## src/rtl/smart_cargo_uc.sv

```systemverilog
// Smart-cargo elevator control unit: request insertion into the stop
// queue, car movement and the unload/load/pop/door stop sequence.
module smart_cargo_uc #(
  parameter int DEPTH = 16
) (
  input  logic       clock,
  input  logic       reset,
  input  logic       bordaNovoDestino,
  input  logic       chegouDestino,
  input  logic       sobe,
  input  logic       temDestino,
  input  logic       fimT,
  input  logic       ramSecDifZero,
  input  logic       carona_origem,
  input  logic       carona_destino,
  input  logic       andarRepetidoOrigem,
  input  logic       andarRepetidoDestino,
  input  logic       bordaSensorAtivo,
  output logic       enableRegDestino,
  output logic       enableRAM,
  output logic       enableTopRAM,
  output logic       fit,
  output logic       shift,
  output logic       select1,
  output logic       select2,
  output logic       select3,
  output logic       zeraT,
  output logic       contaT,
  output logic       enableAndarAtual,
  output logic       zeraAddrSecundario,
  output logic       contaAddrSecundario,
  output logic       coloca_objetos,
  output logic       tira_objetos,
  output logic       erro_fila,
  output logic [3:0] db_estado
);

  localparam int AW = $clog2(DEPTH);
  localparam logic [AW-1:0] LAST = AW'(DEPTH - 1);

  typedef enum logic [3:0] {
    ESPERA      = 4'd0,
    REG_PEDIDO  = 4'd1,
    ZERA_O      = 4'd2,
    BUSCA_O     = 4'd3,
    GRAVA_O     = 4'd4,
    ZERA_D      = 4'd5,
    BUSCA_D     = 4'd6,
    GRAVA_D     = 4'd7,
    PREP_MOVE   = 4'd8,
    MOVE        = 4'd9,
    ANDA        = 4'd10,
    DESEMBARQUE = 4'd11,
    EMBARQUE    = 4'd12,
    REMOVE      = 4'd13,
    PORTA       = 4'd14,
    CHEIO       = 4'd15
  } state_t;

  state_t        state;
  logic          pend;
  logic          fitR;
  logic [AW-1:0] scan;

  logic   busca;
  logic   rep;
  logic   car;
  logic   scanStep;
  state_t tgtDup;
  state_t tgtWr;

  // Origin and destination scans share one datapath; only the hit
  // flags and the exit states differ.
  always_comb begin
    busca  = (state == BUSCA_O) || (state == BUSCA_D);
    rep    = andarRepetidoOrigem;
    car    = carona_origem;
    tgtDup = ZERA_D;
    tgtWr  = GRAVA_O;
    if (state == BUSCA_D) begin
      rep    = andarRepetidoDestino;
      car    = carona_destino;
      tgtDup = ESPERA;
      tgtWr  = GRAVA_D;
    end
    scanStep = busca && !rep && !car &&
               ramSecDifZero && (scan != LAST);
  end

  always_ff @(posedge clock) begin
    if (reset) begin
      state <= ESPERA;
      pend  <= 1'b0;
      scan  <= '0;
      fitR  <= 1'b0;
    end else begin
      if (bordaNovoDestino && state != ESPERA)
        pend <= 1'b1;
      unique case (state)
        ESPERA: begin
          if (bordaNovoDestino || pend) begin
            state <= REG_PEDIDO;
            pend  <= 1'b0;
          end else if (temDestino) begin
            state <= PREP_MOVE;
          end
        end
        REG_PEDIDO: state <= ZERA_O;
        ZERA_O: begin
          scan  <= '0;
          state <= BUSCA_O;
        end
        BUSCA_O, BUSCA_D: begin
          if (rep) begin
            state <= tgtDup;
          end else if (car) begin
            fitR  <= 1'b1;
            state <= tgtWr;
          end else if (!ramSecDifZero) begin
            fitR  <= 1'b0;
            state <= tgtWr;
          end else if (scan == LAST) begin
            state <= CHEIO;
          end else begin
            scan <= scan + 1'b1;
          end
        end
        GRAVA_O: state <= ZERA_D;
        ZERA_D: begin
          scan  <= '0;
          state <= BUSCA_D;
        end
        GRAVA_D:     state <= ESPERA;
        PREP_MOVE:   state <= MOVE;
        MOVE: begin
          if (chegouDestino)
            state <= DESEMBARQUE;
          else if (fimT)
            state <= ANDA;
        end
        ANDA:        state <= PREP_MOVE;
        DESEMBARQUE: state <= EMBARQUE;
        EMBARQUE:    state <= REMOVE;
        REMOVE:      state <= PORTA;
        PORTA: begin
          if (!bordaSensorAtivo && fimT)
            state <= ESPERA;
        end
        CHEIO:       state <= ESPERA;
      endcase
    end
  end

  assign enableTopRAM = 1'b0;
  assign db_estado    = state;

  always_comb begin
    enableRegDestino    = 1'b0;
    enableRAM           = 1'b0;
    fit                 = 1'b0;
    shift               = 1'b0;
    select1             = 1'b0;
    select2             = 1'b0;
    select3             = 1'b0;
    zeraT               = 1'b0;
    contaT              = 1'b0;
    enableAndarAtual    = 1'b0;
    zeraAddrSecundario  = 1'b0;
    contaAddrSecundario = 1'b0;
    coloca_objetos      = 1'b0;
    tira_objetos        = 1'b0;
    erro_fila           = 1'b0;
    unique case (state)
      REG_PEDIDO: enableRegDestino = 1'b1;
      ZERA_O, ZERA_D: zeraAddrSecundario = 1'b1;
      BUSCA_O, BUSCA_D: begin
        select1             = (state == BUSCA_O);
        select3             = (scan == '0);
        contaAddrSecundario = scanStep;
      end
      GRAVA_O, GRAVA_D: begin
        enableRAM = 1'b1;
        fit       = fitR;
      end
      PREP_MOVE: zeraT = 1'b1;
      MOVE:      contaT = 1'b1;
      ANDA: begin
        enableAndarAtual = 1'b1;
        select2          = sobe;
      end
      DESEMBARQUE: tira_objetos = 1'b1;
      EMBARQUE:    coloca_objetos = 1'b1;
      REMOVE:      shift = 1'b1;
      PORTA: begin
        zeraT  = bordaSensorAtivo;
        contaT = !bordaSensorAtivo;
      end
      CHEIO: erro_fila = 1'b1;
      default: ;
    endcase
  end

endmodule

```

## config.mk

```make
export PLATFORM = sky130hd
export DESIGN_NAME = smart_cargo_uc
export DESIGN_NICKNAME = d
export VERILOG_FILES = /design/src/rtl/smart_cargo_uc.sv
export SDC_FILE = /design/constraint.sdc
export NUM_CORES = 1
export LEC_CHECK = 0
export CORE_UTILIZATION = 43
export CTS_BUF_LIST = sky130_fd_sc_hd__clkbuf_16
export CTS_CLUSTER_DIAMETER = 80
export DETAILED_ROUTE_END_ITERATION = 7
export PLACE_DENSITY_LB_ADDON = 0.25
export SYNTH_ARGS = -nofsm -noshare
export SYNTH_HDL_FRONTEND = slang
export SYNTH_SLANG_ARGS = --single-unit
export TNS_END_PERCENT = 100
```

## constraint.sdc

```tcl
create_clock -name clock -period 2.6 [get_ports clock]
set_input_delay 0.39 -clock clock [delete_from_list [all_inputs] [get_ports clock]]
set_output_delay 0.39 -clock clock [all_outputs]
set_load 0.01 [all_outputs]
```

==> results of run 1 <==
==> synthesized netlist by cell type, types with 2 or more instances <==
master                     number
sky130_fd_sc_hd__mux2i_1        3
sky130_fd_sc_hd__or3_1          2
sky130_fd_sc_hd__nand3_1        3
sky130_fd_sc_hd__o31ai_1        3
sky130_fd_sc_hd__o21ai_0       11
sky130_fd_sc_hd__and2_1         3
sky130_fd_sc_hd__nor3_1         2
sky130_fd_sc_hd__dfxtp_1       10
sky130_fd_sc_hd__nor2b_1        5
sky130_fd_sc_hd__buf_6          2
sky130_fd_sc_hd__ha_1           2
sky130_fd_sc_hd__inv_1          5
sky130_fd_sc_hd__clkbuf_1       4
sky130_fd_sc_hd__a21oi_1        8
sky130_fd_sc_hd__nand4_1        2
sky130_fd_sc_hd__buf_2          2
sky130_fd_sc_hd__nor3b_1        3
sky130_fd_sc_hd__nor2_1        17
sky130_fd_sc_hd__nand2_1       10
sky130_fd_sc_hd__or3b_2         2
==> cells by family after synthesis <==
group	Yosys count	share of synthesized area
AND/OR/NAND/NOR	55	0.332
AO/OA/AOI/OAI	35	0.258
buffers and inverters	16	0.0931
flip-flops	10	0.229
multiplexers	3	0.0344
adder cells (fa/ha/maj)	2	0.0286
XOR/XNOR	2	0.0201
other	1	0.00429
==> routing by layer <==
layer | global-route usage | vias to the layer above
met4 | 0.0400 | 0
met5 | 0 | -
met2 | 0.467 | 32
li1 | - | 513
met3 | 0.0731 | 6
met1 | 0.322 | 500
==> state kept, by name (all words and copies together) (netlist names) <==
name and count:
db_estado 4, scan 4, fitR 1, pend 1
==> tightest hold or removal path: stages (launching register included) <==
cell and delay, ns:
sky130_fd_sc_hd__dfxtp_1 0.33, sky130_fd_sc_hd__o21ai_0 0.09, sky130_fd_sc_hd__a21boi_1 0.07
==> stage by stage <==
stage	total power (W)	cells	cell area [um2]	TNS (ns)	setup slack, ns
3_5_place_dp	0.000884	181	1240	0	0.0357
2_1_floorplan	0.000624	124	873	0	0.713
4_1_cts	0.00116	184	1320	0	0.0380
5_1_grt	0.00126	184	1330	-0.0399	-0.0399
3_3_place_gp	0.000870	181	1240	0	0.0858
6_report	0.00117	184	1330	0	0.0574
==> what timing repair did <==
item                                    in CTS  in global routing
resized for setup                            1                  5
endpoints found under the setup margin       1                  1
pin swaps                                    0                  0
gates cloned                                 0                  0
==> area by class of cell <==
| type | count | area share |
|---|---|---|
| repair buffers | 42 | 0.295 |
| well taps | 25 | 0.0235 |
| flip-flops and latches | 10 | 0.154 |
| multi-input cells | 98 | 0.453 |
| inverters | 6 | 0.0169 |
| clock buffers | 3 | 0.0564 |
==> power breakdown <==
group | internal [W] | total, W | switching, W
logic | 0.000331 | 0.000647 | 0.000317
registers | 0.000192 | 0.000258 | 0.0000657
clock network | 0.000199 | 0.000268 | 0.0000685
==> worst min path at each step <==
stage / startpoint / to / cells after the start
4_1_cts: scan[3] / scan[3] / 2
5_1_grt: scan[3] / scan[3] / 2
3_5_place_dp: scan[3] / scan[3] / 2
6_report: scan[3] / scan[3] / 2
3_3_place_gp: fitR / fitR / 2
2_1_floorplan: fitR / fitR / 2
==> insert_results.sql, run 1 <==
INSERT INTO impl_metrics (metric_group, metric, value, unit) VALUES
('placed_design', 'routabilityCongestion', '0.848', ''),
('clock_network', 'cts_inserted_buffers', '3', ''),
('critical_path', 'crit_top_cell', 'sky130_fd_sc_hd__clkdlybuf4s50_1', ''),
('drt', 'routedLengthMet1', '1150', 'um'),
('drt', 'post_drt_via_cell_ratio', '5.71', ''),
('critical_path', 'worst-endpoint-required', '2.21', 'ns'),
('synthesis', 'synthDistinctLibCells', '45', ''),
('drt', 'remaining_drc_errors', '0', ''),
('synthesis', 'synth-seq-cells', '10', ''),
('synthesis', 'synth_top_cell_by_area', 'sky130_fd_sc_hd__dfxtp_1', ''),
('floorplanning', 'placement_rows', '15', ''),
('clock_network', 'holdBufCountCts', '0', ''),
('critical_path', 'crit-reg2reg-launch', 'db_estado[1]', ''),
('critical_path', 'worst-path-buf-inv', '3', ''),
('critical_path', 'timing.critical_path.max_delay_family', 'buffers and inverters', ''),
('drt', 'detail_route.first_pass.iterations', '4', ''),
('pwr', 'irDropWorstVdd', '0.606', 'mV'),
('floorplanning', 'io_pins', '33', ''),
('floorplanning', 'initial_utilization', '0.480', ''),
('synthesis', 'netlist_instances', '124', ''),
('global_routing', 'antenna_found_initial', '0', ''),
('pwr', 'p_leak', '0.496', 'nW'),
('layout', 'area.growth.synth_to_final', '52.3', '%'),
('critical_path', 'cp_arrival', '2.15', 'ns'),
('run_status', 'run_status', 'finished clean', ''),
('global_routing', 'grt.total_usage', '0.263', ''),
('sta', 'hold_viol', '0', ''),
('drt', 'ant_nets', '0', ''),
('sta', 'setup_viol_count_final', '0', ''),
('clock_network', 'clock-root-buffer', 'sky130_fd_sc_hd__clkbuf_16', ''),
('critical_path', 'crit_path_end', 'contaAddrSecundario', ''),
('drt', 'wl_met3', '126', 'um'),
('synthesis', 'ys_dominant_reg_cell', 'sky130_fd_sc_hd__dfxtp_1', ''),
('clock_network', 'tritoncts_clock_tree', 'built', ''),
('sta', 'holdWs', '0.537', 'ns'),
('synthesis', 'syn_nets', '139', ''),
('synthesis', 'portion_of_the_post_synthesis_area_used_by_sequential_elements', '0.229', ''),
('drt', 'postRouteWirelength', '2680', 'um'),
('pwr', 'pwr_density_cell', '882', 'nW/um2'),
('sta', 'period_share', '0.978', ''),
('drt', 'drt_iter0_drc', '31', ''),
('clock_network', 'h-tree-depth', '1', ''),
('floorplanning', 'core_area', '1820', 'um2'),
('layout', 'fillers', '151', ''),
('drt', 'routed-wl-met2', '1380', 'um'),
('critical_path', 'r2r_cells', '6', ''),
('floorplanning', 'x_dimension_of_the_die', '47.1', 'um'),
('synthesis', 'postSynthAreaPerCell', '7.04', 'um2'),
('clock_network', 'post-cts-setup-buffers', '0', ''),
('critical_path', 'startpoint_type', 'input pin', ''),
('critical_path', 'worst-r2r-setup-slack', '0.60', 'ns'),
('critical_path', 'worst-setup-path-type', 'in -> out', ''),
('placed_design', 'io_buffer_count', '31', ''),
('critical_path', 'crit_slowest_cell', 'sky130_fd_sc_hd__clkdlybuf4s50_1', ''),
('synthesis', 'synth_area', '873', 'um2'),
('run', 'drv_cap', '0', ''),
('synthesis', 'postSynth.asyncResetShare', '0', ''),
('clock_network', 'cts.reportedPaths.clkPinSlew', '0.04', 'ns'),
('synthesis', 'yosysTopAreaCellShare', '0.229', ''),
('worst_hold_path', 'worst_hold_path_type', 'reg -> reg', ''),
('floorplanning', 'die-height', '47.1', 'um'),
('critical_path', 'crit_cells', '6', ''),
('clock_network', 'cts.sink_count', '10', ''),
('clock_network', 'max-clock-path-buffers', '2', ''),
('sta', 'final_report_max_slew_violation_count', '0', ''),
('drt', 'dr_total_vias', '1051', ''),
('global_routing', 'grt_start_max_net_pins', '14', ''),
('sta', 'timing.clock.skew', '0.000622', 'ns'),
('drt', 'topRoutingLayerUsed', 'met4', ''),
('layout', 'antenna_cells', '0', ''),
('global_routing', 'grt_pass1_vias', '948', '');
Power figures use the tool's default switching activity.
==> inputs of run 2 (changes only) <==
ABC_AREA = 1   (was default)
CORE_UTILIZATION = 48   (was 43)
clock period = 3.1 ns   (was 2.6 ns; I/O delays follow)
==> run 2 against run 1 <==
  * Non-clock buffer count is 11 lower
  * Area after synthesis is 11% higher
  * Core utilization is 2.5 points higher
  * Die area is 0.13% lower
  * Sequential cell count stayed put
  * Critical path depth is 1 higher
  * Cell count is 18% higher
  * Worst hold slack worse by 0.059 ns
  * Largest cell class unchanged
==> insert_results.sql, run 2 <==
INSERT INTO impl_metrics (metric_group, metric, value, unit) VALUES
('global_routing', 'grt_pass1_vias', '960', ''),
('clock_network', 'h-tree-depth', '1', ''),
('drt', 'remaining_drc_errors', '0', ''),
('drt', 'post_dr_wirelength_cell', '11.7', 'um'),
('critical_path', 'timing.critical_path.cells', 'nand2_1, inv_2, nand2_4, nand2_2, inv_2, nor4_1, clkdlybuf4s50_1', ''),
('critical_path', 'critPathCaptureType', 'output port', ''),
('synthesis', 'yosysTopAreaCellShare', '0.206', ''),
('layout', 'drive_gt1_frac', '0.130', ''),
('floorplanning', 'floorplan.die_area', '2210', 'um2'),
('floorplanning', 'die-height', '47.0', 'um'),
('sta', 'hold_viol', '0', ''),
('clock_network', 'cts.reportedPaths.clkPinSlew', '0.04', 'ns'),
('synthesis', 'synth-seq-cells', '10', ''),
('drt', 'postRouteWirelength', '2550', 'um'),
('placed_design', 'post-dp-hpwl', '2010', 'um'),
('synthesis', 'synthDistinctLibCells', '25', ''),
('clock_network', 'cts_inserted_buffers', '3', ''),
('floorplanning', 'core_area', '1820', 'um2'),
('critical_path', 'crit-reg2reg-launch', 'db_estado[0]', ''),
('sta', 'fin_setup_tns', '0', 'ns'),
('critical_path', 'worst-setup-path-type', 'reg -> out', ''),
('pwr', 'pwr_density_cell', '713', 'nW/um2'),
('worst_hold_path', 'worst_hold_path_type', 'reg -> reg', ''),
('synthesis', 'synth_top_cells_by_area', 'sky130_fd_sc_hd__dfxtp_1, sky130_fd_sc_hd__nand2_1, sky130_fd_sc_hd__nand3_1', ''),
('critical_path', 'startpoint_type', 'flip-flop', ''),
('drt', 'post_drt_via_cell_ratio', '5.10', ''),
('critical_path', 'worstReg2RegEnd', 'db_estado[2]', ''),
('synthesis', 'syn_nets', '175', ''),
('critical_path', 'worst-r2r-setup-slack', '1.56', 'ns'),
('clock_network', 'holdBufCountCts', '0', ''),
('global_routing', 'antenna_found_initial', '0', ''),
('synthesis', 'synth_area', '973', 'um2'),
('floorplanning', 'placement_rows', '15', ''),
('run_status', 'run_status', 'finished clean', ''),
('worst_hold_path', 'depth_of_the_worst_hold_timing_path', '2', ''),
('global_routing', 'gr-total-overflow', '0', ''),
('sta', 'timing.clock.skew', '0.00312', 'ns'),
('synthesis', 'yosysWarnings', '0', ''),
('drt', 'drt_iter0_drc', '30', ''),
('layout', 'most_common_cell_after_layout_fill_and_taps_aside', 'sky130_fd_sc_hd__nand2_1', ''),
('sta', 'period_share', '0.823', ''),
('placed_design', 'routabilityCongestion', '0.829', ''),
('sta', 'fmaxAchievable', '0.392', 'GHz'),
('critical_path', 'timing.critical_path.max_delay_family', 'buffers and inverters', ''),
('layout', 'layout.cells.most_common_list', 'sky130_fd_sc_hd__nand2_1, sky130_fd_sc_hd__clkdlybuf4s50_1, sky130_fd_sc_hd__nand3_1', ''),
('worst_hold_path', 'min_delay_worst_endpoint', 'fitR', ''),
('critical_path', 'worst-endpoint-required', '2.63', 'ns'),
('critical_path', 'crit_cells', '7', ''),
('synthesis', 'yosysMostFrequentCell', 'sky130_fd_sc_hd__nand2_1', ''),
('floorplanning', 'x_dimension_of_the_die', '47.0', 'um'),
('layout', 'area.growth.synth_to_final', '41.3', '%'),
('clock_network', 'worstSkewPairLatency', '0.24', 'ns'),
('layout', 'fillers', '141', ''),
('critical_path', 'r2r_cells', '11', ''),
('layout', 'multiInputGateArea', '646', 'um2'),
('clock_network', 'tritoncts_clock_tree', 'built', ''),
('critical_path', 'worst-path-buf-inv', '3', ''),
('critical_path', 'crit_slowest_cell', 'sky130_fd_sc_hd__clkdlybuf4s50_1', ''),
('synthesis', 'synthTopCellsByCount', 'sky130_fd_sc_hd__nand2_1, sky130_fd_sc_hd__nand3_1, sky130_fd_sc_hd__inv_1', ''),
('clock_network', 'clock-root-buffer', 'sky130_fd_sc_hd__clkbuf_16', ''),
('pwr', 'p_leak', '0.675', 'nW'),
('clock_network', 'post-cts-setup-buffers', '0', ''),
('placed_design', 'place_inst', '214', ''),
('synthesis', 'synth_enable_flop_cells', '0', ''),
('layout', 'nNetsFinal', '209', ''),
('clock_network', 'cts.sink_count', '10', ''),
('synthesis', 'postSynthAreaPerCell', '6.08', 'um2'),
('critical_path', 'critical_path_peak_fanout', '5', ''),
('clock_network', 'cts_resized', '0', ''),
('critical_path', 'cp_arrival', '2.09', 'ns'),
('floorplanning', 'initial_utilization', '0.535', ''),
('layout', 'register_area', '200', 'um2'),
('synthesis', 'synth_top_cell_by_area', 'sky130_fd_sc_hd__dfxtp_1', ''),
('drt', 'dr_total_vias', '1112', ''),
('floorplanning', 'io_pins', '33', ''),
('synthesis', 'ys_dominant_reg_cell', 'sky130_fd_sc_hd__dfxtp_1', ''),
('drt', 'detail_route.first_pass.iterations', '4', ''),
('synthesis', 'postSynth.asyncResetShare', '0', ''),
('worst_hold_path', 'worstHoldStart', 'fitR', ''),
('layout', 'antenna_cells', '0', ''),
('sta', 'timing.final.crit_period', '2.55', 'ns'),
('pwr', 'irDropWorstVdd', '0.655', 'mV'),
('placed_design', 'io_buffer_count', '31', ''),
('global_routing', 'grt_start_max_net_pins', '10', ''),
('layout', 'finalNonFillerCells', '218', ''),
('synthesis', 'netlist_instances', '160', ''),
('drt', 'ant_nets', '0', ''),
('global_routing', 'grt_first_pass_wirelength', '3920', 'um'),
('critical_path', 'timing.critical_path.slowest_cell_delay', '0.61', 'ns'),
('global_routing', 'grt.total_usage', '0.253', ''),
('sta', 'grt_setup_unrepaired', 'no', ''),
('sta', 'final_report_max_slew_violation_count', '0', ''),
('clock_network', 'max-clock-path-buffers', '2', ''),
('sta', 'setup_viol_count_final', '0', ''),
('run', 'drv_cap', '0', ''),
('synthesis', 'portion_of_the_post_synthesis_area_used_by_sequential_elements', '0.206', ''),
('critical_path', 'crit_top_cell', 'sky130_fd_sc_hd__inv_2', '');
## run 2: stage by stage
step	worst slack (ns)	area [um2]	utilization	power (W)	hold WS [ns]
6_report	0.548	1380	0.755	0.000980	0.478
5_1_grt	0.501	1380	0.755	0.00105	0.490
4_1_cts	0.605	1380	0.755	0.000977	0.480
3_5_place_dp	0.699	1300	0.712	0.000746	0.465
3_3_place_gp	0.755	1300	0.712	0.000735	0.462
2_1_floorplan	1.39	973	-	0.000547	0.431
## run 2: how the worst max path moves through the flow
stage,from,endpoint,slack (ns)
global route,db_estado[0],zeraAddrSecundario,0.50
floorplan,db_estado[2],select3,1.39
global placement,ramSecDifZero,contaAddrSecundario,0.75
CTS,db_estado[0],select3,0.61
finish,db_estado[0],select3,0.55
detailed placement,ramSecDifZero,contaAddrSecundario,0.70
## run 2: worst min-delay path: stages (launching register included)
cell                      delay (ns)
sky130_fd_sc_hd__dfxtp_1        0.31
sky130_fd_sc_hd__nand2_1        0.06
sky130_fd_sc_hd__a21oi_1        0.05
## run 2: final cells by class
class / count / share of cell area
clock inverter: 1 / 0.00273
timing repair buffer: 31 / 0.226
clock buffer: 3 / 0.0546
sequential: 10 / 0.146
inverter: 29 / 0.0792
multi-input combinational: 119 / 0.470
tap: 25 / 0.0227
## run 2: kinds of logic after synthesis
| group | Yosys count | share of synthesized area |
|---|---|---|
| simple gates | 97 | 0.510 |
| flops | 10 | 0.206 |
| other cells | 1 | 0.00385 |
| xor+xnor | 2 | 0.0180 |
| buf+inv | 31 | 0.131 |
| fa+ha+maj | 2 | 0.0257 |
| compound gates | 17 | 0.105 |
## run 2: per-layer routing
layer,GRT usage,part of all wire
met5,0,0
met4,0.0857,0.011
met3,0.0577,0.044
met2,0.425,0.49
met1,0.317,0.46
## run 2: power breakdown
part           internal [W]  switching (W)
Clock              0.000169      0.0000603
Sequential         0.000159      0.0000486
Combinational      0.000224       0.000319
==> inputs of run 3 (changes only) <==
CORE_UTILIZATION = 45   (was 48)
clock period = 2.4 ns   (was 3.1 ns; I/O delays follow)
==> run 3 against run 2 <==
  * Worst hold slack worse by 0.0015 ns
  * Sequential cell count unchanged
  * Clock power increased by 31%
  * Die area rose by 6.4%
  * Power rose by 32%
  * Cell area is 1.1% higher
  * Critical path type unchanged
  * Critical endpoint unchanged
  * Largest power group unchanged
  * Highest routed layer unchanged
==> insert_results.sql, run 3 (same netlist as run 2, synthesis figures left out) <==
INSERT INTO impl_metrics (metric_group, metric, value, unit) VALUES
('global_routing', 'antenna_found_initial', '0', ''),
('clock_network', 'tritoncts_clock_tree', 'built', ''),
('drt', 'ant_nets', '0', ''),
('clock_network', 'max-clock-path-buffers', '2', ''),
('critical_path', 'crit_top_cell', 'sky130_fd_sc_hd__inv_2', ''),
('layout', 'layout.core_utilization', '0.694', ''),
('layout', 'register_area', '205', 'um2'),
('clock_network', 'cts.sink_count', '10', ''),
('floorplanning', 'x_dimension_of_the_die', '48.5', 'um'),
('placed_design', 'place_inst', '217', ''),
('global_routing', 'grt_start_max_net_pins', '10', ''),
('floorplanning', 'die-height', '48.5', 'um'),
('floorplanning', 'core_area', '2000', 'um2'),
('critical_path', 'critPathCaptureType', 'output port', ''),
('critical_path', 'timing.critical_path.slowest_cell_delay', '0.59', 'ns'),
('placed_design', 'io_buffer_count', '31', ''),
('run', 'drv_cap', '0', ''),
('placed_design', 'routabilityCongestion', '0.846', ''),
('sta', 'timing.clock.skew', '0.00488', 'ns'),
('sta', 'final_report_max_slew_violation_count', '0', ''),
('critical_path', 'worst-setup-path-type', 'reg -> out', ''),
('drt', 'detail_route.first_pass.iterations', '7', ''),
('floorplanning', 'initial_utilization', '0.486', ''),
('layout', 'layout.cells.most_common_list', 'sky130_fd_sc_hd__nand2_1, sky130_fd_sc_hd__clkdlybuf4s50_1, sky130_fd_sc_hd__nand3_1', ''),
('sta', 'hold_viol', '0', ''),
('sta', 'setup_viol_count_final', '0', ''),
('critical_path', 'timing.critical_path.cells', 'inv_2, nor2_4, nand2_4, nand2_2, inv_2, nor4_1, clkdlybuf4s50_1', ''),
('drt', 'dr_total_vias', '1125', ''),
('drt', 'post_drt_via_cell_ratio', '5.09', ''),
('pwr', 'irDropWorstVdd', '0.844', 'mV'),
('layout', 'antenna_cells', '0', ''),
('critical_path', 'cp_arrival', '1.93', 'ns'),
('drt', 'drt_iter0_drc', '39', ''),
('placed_design', 'post-dp-hpwl', '2030', 'um'),
('critical_path', 'crit_slowest_cell', 'sky130_fd_sc_hd__clkdlybuf4s50_1', ''),
('drt', 'post_dr_wirelength_cell', '11.7', 'um'),
('global_routing', 'grt_first_pass_wirelength', '4330', 'um'),
('pwr', 'power', '0.00130', 'W'),
('layout', 'drive_gt1_frac', '0.155', ''),
('layout', 'area.growth.synth_to_final', '42.8', '%'),
('global_routing', 'grt.total_usage', '0.234', ''),
('layout', 'fillers', '177', ''),
('clock_network', 'holdBufCountCts', '0', ''),
('pwr', 'p_leak', '0.681', 'nW'),
('clock_network', 'h-tree-depth', '1', ''),
('layout', 'finalNonFillerCells', '221', ''),
('critical_path', 'worst-endpoint-required', '2.04', 'ns'),
('sta', 'grt_setup_unrepaired', 'no', ''),
('sta', 'period_share', '0.954', ''),
('global_routing', 'gr-total-overflow', '0', ''),
('layout', 'nNetsFinal', '210', ''),
('sta', 'timing.final.crit_period', '2.29', 'ns'),
('clock_network', 'clock-root-buffer', 'sky130_fd_sc_hd__clkbuf_16', ''),
('worst_hold_path', 'worst_hold_path_type', 'reg -> reg', ''),
('floorplanning', 'floorplan.die_area', '2350', 'um2'),
('sta', 'fmaxAchievable', '0.437', 'GHz'),
('clock_network', 'cts.reportedPaths.clkPinSlew', '0.04', 'ns'),
('pwr', 'pwr_density_cell', '934', 'nW/um2'),
('clock_network', 'cts_resized', '0', ''),
('floorplanning', 'placement_rows', '16', ''),
('layout', 'most_common_cell_after_layout_fill_and_taps_aside', 'sky130_fd_sc_hd__nand2_1', ''),
('layout', 'multiInputGateArea', '646', 'um2'),
('global_routing', 'grt_pass1_vias', '1047', ''),
('clock_network', 'worstSkewPairLatency', '0.24', 'ns'),
('sta', 'fin_setup_tns', '0', 'ns'),
('clock_network', 'cts_inserted_buffers', '3', ''),
('run_status', 'run_status', 'finished clean', ''),
('drt', 'remaining_drc_errors', '0', ''),
('floorplanning', 'io_pins', '33', ''),
('drt', 'postRouteWirelength', '2590', 'um'),
('clock_network', 'post-cts-setup-buffers', '0', ''),
('critical_path', 'critical_path_peak_fanout', '7', ''),
('critical_path', 'startpoint_type', 'flip-flop', '');
==> run 3: cell count changes in the layout (fill, tap and decap cells not counted), sizes merged <==
cell and delta:
buf +1
==> run 3: worst max-delay path, delay by kind of cell, from the launching register on <==
family,cells,cell delay [ns]
flops,1,0.38
simple gates,4,0.57
buf+inv,3,0.74
==> run 3: layer usage <==
metal / vias up / global-route usage / share of wire
li1: 567 / - / -
met1: 504 / 0.289 / 0.44
met5: - / 0 / 0
met4: 0 / 0.0882 / 0.019
met2: 47 / 0.404 / 0.48
met3: 7 / 0.0409 / 0.060
==> run 3: stage by stage <==
stage / instance area, um2 / worst slack [ns] / hold slack [ns]
floorplan: 973 / 0.798 / 0.431
finish: 1390 / 0.110 / 0.477
global route: 1390 / 0.0460 / 0.495
CTS: 1390 / 0.0457 / 0.475
detailed placement: 1310 / 0.192 / 0.469
global placement: 1310 / 0.264 / 0.460
==> run 3: power by group <==
| part | internal [W] | switching, W |
|---|---|---|
| registers | 0.000212 | 0.0000608 |
| logic | 0.000302 | 0.000425 |
| clock network | 0.000219 | 0.0000800 |
| total | 0.000733 | 0.000566 |
==> run 3: path summary, 6_finish.rpt <==
kind                     start            to  slack, ns  cells after the start
hold / removal            fitR          fitR       0.48                      2
hold reg to reg           fitR          fitR       0.48                      2
setup / recovery  db_estado[2]       select3       0.11                      7
setup reg to reg       scan[0]  db_estado[2]       0.88                     11
==> run 3: layout make-up <==
| cell class | instances | area share |
|---|---|---|
| Sequential cell | 10 | 0.148 |
| Multi-Input combinational cell | 119 | 0.464 |
| Tap cell | 27 | 0.0243 |
| Clock inverter | 1 | 0.00270 |
| Inverter | 29 | 0.0783 |
| Clock buffer | 3 | 0.0540 |
| Timing Repair Buffer | 32 | 0.229 |
